File: config.mk
export PLATFORM = sky130hd
export DESIGN_NAME = traffic_phase_scheduler
export DESIGN_NICKNAME = d
export VERILOG_FILES = /design/src/rtl/traffic_phase_scheduler.sv
export SDC_FILE = /design/constraint.sdc
export NUM_CORES = 1
export LEC_CHECK = 0
export ABC_CLOCK_PERIOD_IN_PS = 2600
export BUFFER_PORTS_ARGS = -buffer_cell sky130_fd_sc_hd__buf_4
export CAP_MARGIN = 20
export CELL_PAD_IN_SITES_DETAIL_PLACEMENT = 1
export CELL_PAD_IN_SITES_GLOBAL_PLACEMENT = 1
export CORE_MARGIN = 2
export CORE_UTILIZATION = 41
export DETAILED_ROUTE_END_ITERATION = 10
export PLACE_DENSITY = 0.78
export SYNTH_ARGS = -nofsm -noshare
export SYNTH_HDL_FRONTEND = slang
export SYNTH_SLANG_ARGS = --single-unit
File: constraint.sdc
create_clock -name clk_100MHz -period 2.6 [get_ports clk_100MHz]
set_clock_uncertainty 0.15 [all_clocks]
set_input_delay 0.26 -clock clk_100MHz [delete_from_list [all_inputs] [get_ports clk_100MHz]]
set_output_delay 0.26 -clock clk_100MHz [all_outputs]
set_load 0.005 [all_outputs]
File: src/rtl/traffic_phase_scheduler.sv
// -----------------------------------------------------------------------------
// traffic_phase_scheduler
//
// Demand-driven phase sequencer for the main/cross intersection. Main street
// rests green; the cross phase is only served after a request. The sequencer
// advances on the 1 Hz tick enable and runs on the 100 MHz system clock.
//
// Optional feature macro: PED_WALK_EN
//   defined   -> ped_btn input and walk output exist; ped_btn requests the
//                cross phase like cross_req, walk is lit during CROSS_G.
//   undefined -> neither port exists; only cross_req requests the cross phase.
//
// Ports
//   clk_100MHz  in   system clock
//   reset       in   synchronous, active-high reset
//   tick_1hz    in   one-cycle enable pulse, once per second
//   cross_req   in   cross-street vehicle sensor (level)
//   ped_btn     in   pedestrian request pulse          (PED_WALK_EN only)
//   main_st     out  {red,yellow,green} main street
//   cross_st    out  {red,yellow,green} cross street
//   phase       out  current state encoding
//   walk        out  pedestrian WALK lamp              (PED_WALK_EN only)
// -----------------------------------------------------------------------------
module traffic_phase_scheduler #(
   parameter int CNT_W       = 8,
   parameter int MAIN_MIN    = 10,
   parameter int CROSS_GREEN = 6,
   parameter int YELLOW      = 3,
   parameter int ALLRED      = 1
) (
   input  logic       clk_100MHz,
   input  logic       reset,
   input  logic       tick_1hz,
   input  logic       cross_req,
`ifdef PED_WALK_EN
   input  logic       ped_btn,
   output logic       walk,
`endif
   output logic [2:0] main_st,
   output logic [2:0] cross_st,
   output logic [2:0] phase
);

   typedef enum logic [2:0] {
      MAIN_G  = 3'd0,
      MAIN_Y  = 3'd1,
      ALLRED1 = 3'd2,
      CROSS_G = 3'd3,
      CROSS_Y = 3'd4,
      ALLRED2 = 3'd5
   } state_t;

   // Last count value in each state; a timed state leaves on the tick where
   // cnt equals its last value, so it dwells exactly DURATION ticks.
   localparam logic [CNT_W-1:0] MAIN_LAST   = CNT_W'(MAIN_MIN - 1);
   localparam logic [CNT_W-1:0] YELLOW_LAST = CNT_W'(YELLOW - 1);
   localparam logic [CNT_W-1:0] ALLRED_LAST = CNT_W'(ALLRED - 1);
   localparam logic [CNT_W-1:0] CROSS_LAST  = CNT_W'(CROSS_GREEN - 1);

   localparam logic [2:0] LAMP_RED    = 3'b100;
   localparam logic [2:0] LAMP_YELLOW = 3'b010;
   localparam logic [2:0] LAMP_GREEN  = 3'b001;

   state_t           state, state_nxt;
   logic [CNT_W-1:0] cnt, cnt_nxt;
   logic             pending, pending_nxt;
   logic             req_now;

`ifdef PED_WALK_EN
   assign req_now = cross_req | ped_btn;
`else
   assign req_now = cross_req;
`endif

   always_ff @(posedge clk_100MHz) begin
      if (reset) begin
         state   <= MAIN_G;
         cnt     <= '0;
         pending <= 1'b0;
      end else begin
         state   <= state_nxt;
         cnt     <= cnt_nxt;
         pending <= pending_nxt;
      end
   end

   always_comb begin
      state_nxt   = state;
      cnt_nxt     = cnt;
      pending_nxt = pending | req_now;

      case (state)
         MAIN_G: begin
            if (tick_1hz) begin
               if (cnt == MAIN_LAST) begin
                  // Request arriving on the tick cycle itself still counts.
                  if (pending | req_now) begin
                     state_nxt = MAIN_Y;
                     cnt_nxt   = '0;
                  end
               end else begin
                  cnt_nxt = cnt + 1'b1;
               end
            end
         end
         MAIN_Y: begin
            if (tick_1hz) begin
               if (cnt == YELLOW_LAST) begin
                  state_nxt = ALLRED1;
                  cnt_nxt   = '0;
               end else begin
                  cnt_nxt = cnt + 1'b1;
               end
            end
         end
         ALLRED1: begin
            if (tick_1hz) begin
               if (cnt == ALLRED_LAST) begin
                  state_nxt = CROSS_G;
                  cnt_nxt   = '0;
               end else begin
                  cnt_nxt = cnt + 1'b1;
               end
            end
         end
         CROSS_G: begin
            if (tick_1hz) begin
               if (cnt == CROSS_LAST) begin
                  state_nxt = CROSS_Y;
                  cnt_nxt   = '0;
               end else begin
                  cnt_nxt = cnt + 1'b1;
               end
            end
         end
         CROSS_Y: begin
            if (tick_1hz) begin
               if (cnt == YELLOW_LAST) begin
                  state_nxt = ALLRED2;
                  cnt_nxt   = '0;
               end else begin
                  cnt_nxt = cnt + 1'b1;
               end
            end
         end
         ALLRED2: begin
            if (tick_1hz) begin
               if (cnt == ALLRED_LAST) begin
                  state_nxt = MAIN_G;
                  cnt_nxt   = '0;
               end else begin
                  cnt_nxt = cnt + 1'b1;
               end
            end
         end
         default: begin
            // Unused encodings recover straight to main green.
            state_nxt = MAIN_G;
            cnt_nxt   = '0;
         end
      endcase

      // Serving the cross phase consumes the outstanding request; anything
      // arriving later in the cross phase queues the next round.
      if ((state_nxt == CROSS_G) && (state != CROSS_G)) begin
         pending_nxt = 1'b0;
      end
   end

   // Lamp decode straight from the state register.
   always_comb begin
      main_st  = LAMP_RED;
      cross_st = LAMP_RED;
      phase    = state;
      case (state)
         MAIN_G:  main_st  = LAMP_GREEN;
         MAIN_Y:  main_st  = LAMP_YELLOW;
         CROSS_G: cross_st = LAMP_GREEN;
         CROSS_Y: cross_st = LAMP_YELLOW;
         default: begin
            main_st  = LAMP_RED;
            cross_st = LAMP_RED;
         end
      endcase
   end

`ifdef PED_WALK_EN
   assign walk = (state == CROSS_G);
`endif

endmodule

==> impl_metrics.yaml, run 1 <==
placed_design:
  dp.cells: 140
  dp_slack_ps: 444
  gp_congestion: 0.792
  portBuffers: 12
  hpwl_microns: 1670
global_routing:
  grt_max_degree: 16
  grt_pass1_wl_microns: 3770
  grt.overflow.total: 0
  first_global_vias: 797
  antenna_found_initial: 0
  grt_usage_pct: 19.1
routing:
  met2_length_microns: 1100
  routed_via_density: 5.79
  dr_total_vias: 828
  highest_layer: "met3"
  ant_nets: 0
  wl_met1_microns: 1080
  drt-pass1-iter-count: 4
  wl_per_cell_microns: 15.8
  finalWirelength_microns: 2260
  wl_met3_microns: 84
  post-route-drc-count: 0
  drt_iter0_drc: 10
worst_setup_path:
  r2r_end: "cnt[7]"
  worstSetupEndpointType: "register"
  path_class: "register to register"
  rr_worst_depth: 7
  required_ps: 2600
  r2r_setup_slack_ps: 420
  arrival_ps: 2180
  cp-start-kind: "register"
  crit_fanout: 8
  rr_startpoint: "cnt[0]"
sta:
  tightestPinTransition_ps: 521
  fmax_mhz: 458
  hold_viol: 0
  finalCritPeriodShare_pct: 84.0
  slew-limit-headroom_pct: 65.0
  finalMaxSlewViolations: 0
  rsz0062_at_grt: "no"
  setup_viol: 0
  setup_slack_ps: 415
  layout_min_cycle_time_ps: 2180
  tns_ps: 0
final_layout:
  area_delta_synth_final_pct: 12.4
  finalNetCount: 126
  fin_cells: 143
  drive_above_1_share_pct: 22.4
  antenna_cells: 0
synthesis:
  synth-main-ff-cell: "dfxtp_1"
  yosysWarnings: 0
  synth-edff-count: 0
  async_flop_share_pct: 0
  synthesis.nets: 115
  synth.avg_cell_area_sq_um: 8.37
  synthCells: 107
  syn-cell-area_sq_um: 896
  yosysSeqAreaShare_pct: 26.8
  ys_ff_latch: 12
  ys_types: 41
power_and_ir_drop:
  power_frac_seq_pct: 53.8
  p_comb_share_pct: 14.8
  cellInternalPower_uw: 264
  powerDensity_mw_per_mm2: 367
  power_leakage_uw: 0.000387
  p_sw_share_pct: 28.6
  p_switching_uw: 106
  vdd_drop_max_mv: 0.210
  p_clk_share_pct: 31.5
floorplanning:
  rows: 16
  dieHeight_microns: 50.7
  start_util_pct: 44.7
  die-area_sq_mm: 0.00258
  core_sq_mm: 0.00200
  die_x_microns: 50.7
  io_pins: 13
min_path:
  hold_start: "tick_1hz"
  holdPathStages: 2
  holdPathEnd: "pending"
  hp-class: "primary input to register"
flow_run:
  maxCapViolCount: 0
clock_network:
  postCtsSetupBuffers: 0
  cts_inserted_buffers: 3
  tritoncts: "done"
  ctsRootBufferMaster: "clkbuf_4"
  clk_latency_ps: 270
  clock-sinks: 12
  hold_buffers: 0
  cts_buffer_depth: 2
  h-tree-depth: 1
  ctsResizeCount: 0
  clk_pin_slew_ps: 80
outcome:
  outcome: "completed"
critical path, stage by stage (launching register included):
cell	delay (ps)
dfxtp_1	390
inv_1	120
ha_1	180
nor3b_1	340
a21oi_1	130
a211o_1	340
nor3_4	340
nor3_2	80
Yosys cell counts (2+ instances only):
library cell	count	area, sq um
a211oi_1	2	15.0
a21oi_1	5	25.0
and4_1	2	17.5
clkbuf_1	3	11.3
dfxtp_1	12	240
ha_1	4	50.1
inv_1	5	18.8
nand2_1	7	26.3
nand3_1	7	35.0
nand3b_1	3	22.5
nand4_1	3	18.8
nor2_1	9	33.8
nor2b_1	2	12.5
nor3_1	3	15.0
nor3_2	5	50.1
nor3b_1	2	15.0
o21ai_0	2	10.0
or3_1	3	18.8
or3b_1	2	17.5
xor2_1	5	43.8
layout by cell type (no fill, tap or decap), types with 2 or more instances in the layout:
master    synthesis  routed
ha_1              4       4
dfxtp_1          12      12
nor3b_1           2       2
nor3_2            5       5
a21oi_1           5       5
nor2_1            9       9
nor3_1            3       3
clkbuf_4          0       3
or3_1             3       3
xor2_1            5       5
buf_4             0      12
inv_1             5       5
nand2_1           7       7
nand3b_1          3       3
or3b_1            2       2
nand3_1           7       7
o21ai_0           2       2
and4_1            2       2
a211oi_1          2       2
nand4_1           3       3
nor2b_1           2       2
worst max path at each step:
stage / from / end / slack, ps / cells after the start
after CTS: cnt[0] / cnt[7] / 420 / 7
after global routing: cnt[1] / cnt[4] / 260 / 7
after detailed placement: cnt[0] / cnt[7] / 440 / 7
after global placement: cnt[0] / cnt[4] / 520 / 7
after floorplan: cnt[0] / cnt[3] / 700 / 7
final: cnt[0] / cnt[7] / 420 / 7
layout make-up:
cell class | count | area [sq um]
inverter | 5 | 18.8
tap | 27 | 33.8
clock buffer | 3 | 22.5
multi-input combinational | 84 | 602
timing repair buffer | 12 | 90.1
fill | 250 | 995
sequential | 12 | 240
flip-flops by register name, summed over array words and instances (netlist names):
name	count
pending	1
cnt	8
phase	3
logic make-up (layout without fill, tap and decap cells):
| group | count (synthesis) | in the layout | synth area share, % |
|---|---|---|---|
| AOI/OAI and AO/OA | 20 | 20 | 17.3 |
| and+or+nand+nor | 55 | 55 | 39.4 |
| DFF | 12 | 12 | 26.8 |
| buffers and inverters | 11 | 20 | 6.00 |
| xor gates and xnor gates | 5 | 5 | 4.89 |
| adders and majority gates | 4 | 4 | 5.59 |
power by group through the flow:
stage | registers [uW] | logic [uW] | clock network [uW]
6_report | 199 | 54.5 | 116
5_1_grt | 200 | 61.0 | 130
4_1_cts | 199 | 54.8 | 121
3_5_place_dp | 203 | 54.1 | 0
3_3_place_gp | 203 | 52.2 | 0
2_1_floorplan | 198 | 39.1 | 0
metrics by stage:
| step | power [uW] | hold slack [ps] | util (%) | cell area [sq um] |
|---|---|---|---|---|
| final | 370 | 107 | 50.3 | 1010 |
| after global routing | 391 | 96.9 | 50.3 | 1010 |
| after CTS | 374 | 97.0 | 50.3 | 1010 |
| after detailed placement | 257 | 387 | 49.2 | 985 |
| after global placement | 255 | 379 | 49.2 | 985 |
| after floorplan | 238 | 214 | - | 896 |
layer usage:
metal  track usage [%]  up-vias
met5                 0        -
li1                  -      407
met4              4.05        0
met2              33.1       19
met3              3.57        0
met1              24.5      402
No activity file was read; power rests on OpenSTA's default activity.
==> run 2, diff against run 1 <==
ABC_CLOCK_PERIOD_IN_PS = 1850   (was 2600)
CORE_UTILIZATION = 37   (was 41)
PLACE_DENSITY = 0.74   (was 0.78)
clock period = 1.85 ns   (was 2.6 ns; I/O delays follow)
==> run 2 against run 1 <==
Against the previous run: the flow now finishes with violations (negative setup slack); wire length is 29% higher; non-clock buffer count up 23; utilization is 6.5 points higher; register-to-register slack got worse by 480 ps; clock power is 97% higher; setup slack worse by 480 ps; flip-flop and latch count did not move; total power grew 71%; hold slack worse by 67 ps; combinational power increased by 140%; sequential share of layout area is 4.4 points lower; via count increased by 14%; critical endpoint is now cnt[5]; largest power group unchanged.
==> impl_metrics.yaml, run 2 (synthesis gave the netlist of run 1 again) <==
routing:
  drt-pass1-iter-count: 4
  drt_iter0_drc: 4
  finalWirelength_microns: 2920
  dr_total_vias: 947
  routed_via_density: 5.64
  ant_nets: 0
  post-route-drc-count: 0
  wl_per_cell_microns: 17.4
power_and_ir_drop:
  powerDensity_mw_per_mm2: 495
  p_clk_share_pct: 36.0
  p_sw_share_pct: 29.2
  vdd_drop_max_mv: 0.359
  cellInternalPower_uw: 449
  p_switching_uw: 185
  power_leakage_uw: 0.000520
  power_frac_seq_pct: 43.2
  p_comb_share_pct: 20.8
final_layout:
  mostFrequentLayoutCells: "buf_4 (31), nor2_1 (9), nand2_1 (7), dfxtp_2 (7)"
  drive_above_1_share_pct: 48.6
  post-route-util_pct: 56.8
  layout_commonest_cell: "buf_4"
  top_register: "cnt"
  antenna_cells: 0
  largest_reg_flops: 8
  finalNetCount: 149
  n_fill_cell: 282
  area_delta_synth_final_pct: 42.9
sta:
  slew-limit-headroom_pct: 76.3
  tns_ps: -371
  fmax_mhz: 523
  hold_viol: 0
  setup_viol: 7
  setup_slack_ps: -62.6
  whs_ps: 39.9
  finalCritPeriodShare_pct: 103
  finalMaxSlewViolations: 0
  layout_min_cycle_time_ps: 1910
  tightestPinTransition_ps: 355
  rsz0062_at_grt: "yes"
min_path:
  hold_start: "reset"
  holdPathEnd: "phase[2]"
  holdPathStages: 2
  hp-class: "primary input to register"
clock_network:
  ctsRootBufferMaster: "clkbuf_4"
  clk_latency_ps: 290
  clock-sinks: 12
  cts_buffer_depth: 2
  tritoncts: "done"
  h-tree-depth: 1
  clk_pin_slew_ps: 90
  cts_inserted_buffers: 3
worst_setup_path:
  rr_startpoint: "cnt[5]"
  rr_worst_depth: 8
  r2r_end: "cnt[5]"
  r2r_setup_slack_ps: -60
  path_cells: "nor4_4 -> buf_6 -> buf_4 -> nand3_1 -> a211o_1 -> nor3_4 -> buf_4 -> nor3_2"
  critical-path-top-cell-by-count: "buf_4"
  slowest_stage: "dfxtp_2"
  crit_fanout: 4
  startpoint: "cnt[5]"
  required_ps: 1880
  cp-start-kind: "register"
  worstSetupEndpointType: "register"
  path_class: "register to register"
  max_stage_delay_ps: 340
  arrival_ps: 1940
placed_design:
  portBuffers: 12
  gp_congestion: 0.837
  hpwl_microns: 1870
global_routing:
  grt.overflow.total: 0
  grt_usage_pct: 22.4
  antenna_found_initial: 0
  first_global_vias: 950
  grt_pass1_wl_microns: 4420
  grt_max_degree: 15
outcome:
  violations: "negative setup slack"
  outcome: "finished with violations"
floorplanning:
  start_util_pct: 39.7
  die-area_sq_mm: 0.00283
  io_pins: 13
  rows: 17
  dieHeight_microns: 53.2
  core_sq_mm: 0.00225
  die_x_microns: 53.2
flow_run:
  maxCapViolCount: 0
[run 2: cell types whose count changed in the layout (fill, tap and decap cells not counted), moves of 2 or more]
cell,delta
a21oi_1,-3
a21oi_2,+3
buf_4,+19
buf_6,+3
dfxtp_1,-7
dfxtp_2,+7
inv_1,-2
inv_2,+2
[run 2: worst max path at each step]
stage | to | slack (ps) | cells past startpoint
final | cnt[5] | -60 | 8
after global routing | cnt[2] | -170 | 7
after CTS | cnt[0] | -50 | 7
after detailed placement | cnt[5] | -80 | 7
after global placement | cnt[5] | 0.5 | 7
after floorplan | cnt[5] | -4 | 5
[run 2: routing by layer]
layer,GRT usage [%],share of wire (%),up-vias
li1,-,-,457
met1,24.7,42,462
met2,38.1,51,20
met3,5.08,3.3,8
met4,14.5,3.1,0
met5,0,0,-
[run 2: area by class of cell]
cell class / count / area (sq um) / area share [%]
inverters: 5 / 18.8 / 1.47
well taps: 28 / 35.0 / 2.74
clock buffers: 4 / 36.3 / 2.83
flip-flops and latches: 12 / 249 / 19.5
repair buffers: 35 / 277 / 21.6
multi-input cells: 84 / 664 / 51.9
[run 2: stage by stage]
step	std cells	total power (uW)	cell area [sq um]	setup WS [ps]
after CTS	162	611	1180	-49.5
after detailed placement	155	372	1100	-80.5
final	168	634	1280	-62.6
after floorplan	107	335	902	-4.49
after global placement	155	369	1100	0.499
after global routing	168	665	1280	-173
[run 2: power groups by stage]
stage / registers, uW / logic, uW / clock network, uW
final: 274 / 132 / 228
after CTS: 273 / 109 / 228
after global routing: 275 / 145 / 245
after detailed placement: 278 / 93.9 / 0
after floorplan: 279 / 55.9 / 0
after global placement: 278 / 91.2 / 0
[run 2: critical path, delay by kind of cell, from the launching register on]
family,cells,cell delay [ps]
compound gates,1,320
flops,1,340
buf+inv,3,410
simple gates,4,600
[run 2: repair_timing]
item	CTS	global route
hold buffers	1	0
setup endpoints to repair	8	12
endpoints found under the hold margin	1	0
setup buffers	2	6
pin swaps	4	6
resized for setup	8	14
==> run 3, diff against run 2 <==
CAP_MARGIN = not set   (was 20)
CELL_PAD_IN_SITES_DETAIL_PLACEMENT = 0   (was 1)
CELL_PAD_IN_SITES_GLOBAL_PLACEMENT = 2   (was 1)
CORE_UTILIZATION = 29   (was 37)
PLACE_DENSITY = 0.73   (was 0.74)
==> run 3 against run 2 <==
Against the previous run: the flow now finishes without violations; die area up 25%; sequential power down 1%; sequential share of layout area down 0.55 points; count of clock-buffer cells in the layout down 1; combinational power down 11%; utilization down 13 points; design area up 1.9%; clock power down 26%; hold slack worse by 25 ps; fmax up 3.9%; setup slack better by 72 ps.
==> impl_metrics.yaml, run 3 (synthesis gave the netlist of run 1 again) <==
worst_setup_path:
  path_class: "register to register"
  arrival_ps: 1850
  worstSetupEndpointType: "register"
  crit_fanout: 6
  cp-start-kind: "register"
  required_ps: 1860
floorplanning:
  core_sq_mm: 0.00300
  dieHeight_microns: 59.6
  die_x_microns: 59.6
  io_pins: 13
  start_util_pct: 29.8
  die-area_sq_mm: 0.00355
  rows: 20
routing:
  dr_total_vias: 902
  finalWirelength_microns: 2330
  ant_nets: 0
  wl_per_cell_microns: 13.3
  drt-pass1-iter-count: 4
  routed_via_density: 5.15
  drt_iter0_drc: 23
  post-route-drc-count: 0
power_and_ir_drop:
  powerDensity_mw_per_mm2: 426
  vdd_drop_max_mv: 0.225
  power_leakage_uw: 0.000522
  power_uw: 555
min_path:
  hp-class: "primary input to register"
final_layout:
  mostFrequentLayoutCells: "buf_4 (35), nor2_1 (9), dfxtp_1 (9)"
  antenna_cells: 0
  largest_reg_flops: 8
  finalNetCount: 152
  fin_cells: 175
  post-route-cell-area_sq_mm: 0.00130
  area_delta_synth_final_pct: 45.5
  layout_commonest_cell: "buf_4"
  top_register: "cnt"
  drive_above_1_share_pct: 49.3
sta:
  hold_viol: 0
  layout_min_cycle_time_ps: 1840
  finalMaxSlewViolations: 0
  rsz0062_at_grt: "yes"
  setup_viol: 0
  slew-limit-headroom_pct: 79.5
  whs_ps: 14.5
  tns_ps: 0
  tightestPinTransition_ps: 308
  fmax_mhz: 543
  finalCritPeriodShare_pct: 99.5
placed_design:
  portBuffers: 12
  gp_congestion: 0.754
  hpwl_microns: 1820
  placed_area_sq_mm: 0.00116
  dp.cells: 168
clock_network:
  cts_buffer_depth: 2
  hold_buffers: 0
  h-tree-depth: 1
  ctsRootBufferMaster: "clkbuf_4"
  clock-sinks: 12
  tritoncts: "done"
  clk_pin_slew_ps: 80
  cts_inserted_buffers: 3
  clk_latency_ps: 270
global_routing:
  use_met3_pct: 3.28
  grt.overflow.total: 0
  grt.met2_usage_pct: 24.6
  grt_max_degree: 15
  grt_use_met1_pct: 19.3
  first_global_vias: 872
  antenna_found_initial: 0
  grt_pass1_wl_microns: 4000
  grt_usage_pct: 15.1
  grt.busiest_layer: "met2"
outcome:
  outcome: "completed"
flow_run:
  maxCapViolCount: 0
## run 3: cell count changes in the layout (fill, tap and decap cells not counted), moves of 2 or more
cell | before | now
buf_4 | 31 | 35
dfxtp_1 | 5 | 9
dfxtp_2 | 7 | 2
ha_2 | 0 | 2
## run 3: repair_timing
action,in CTS,in global routing
pin swaps,6,4
setup buffers,3,1
resized for setup,5,18
endpoints found under the setup margin,7,12
## run 3: metal layers
layer | vias to the layer above | wire length [microns]
li1 | 459 | -
met1 | 427 | 1110
met2 | 14 | 1130
met3 | 2 | 73
met4 | 0 | 17
met5 | - | 0
## run 3: critical path: stages, from the launching register on
cell	delay, ps
dfxtp_2	340
nor4_4	310
buf_4	200
nand3_2	70
a211o_1	300
nor3_4	170
buf_6	150
nor3_2	40
## run 3: report_power, final
group	total [uW]	switching, uW	leakage [uW]	internal, uW
clock network	168	92.2	0.0000138	75.3
registers	270	6.29	0.0000992	263
logic	118	60.5	0.000409	57.1
## run 3: layout make-up
cell class	instances	area, sq um
well taps	33	41.3
fillers	305	1700
clock buffers	3	22.5
repair buffers	38	297
inverters	5	18.8
multi-input cells	84	678
flip-flops and latches	12	246
## run 3: worst paths after layout
path / startpoint / to / cells after the start / slack, ps
max: cnt[5] / cnt[5] / 7 / 9
min: tick_1hz / pending / 2 / 10
max reg2reg: cnt[5] / cnt[5] / 7 / 9
min reg2reg: pending / pending / 2 / 440
## run 3: metrics by stage
step	util [%]	worst slack (ps)
5_1_grt	43.4	-94.8
3_3_place_gp	38.8	-37.0
3_5_place_dp	38.8	-104
2_1_floorplan	-	-4.49
6_report	43.4	8.99
4_1_cts	40.8	-3.85
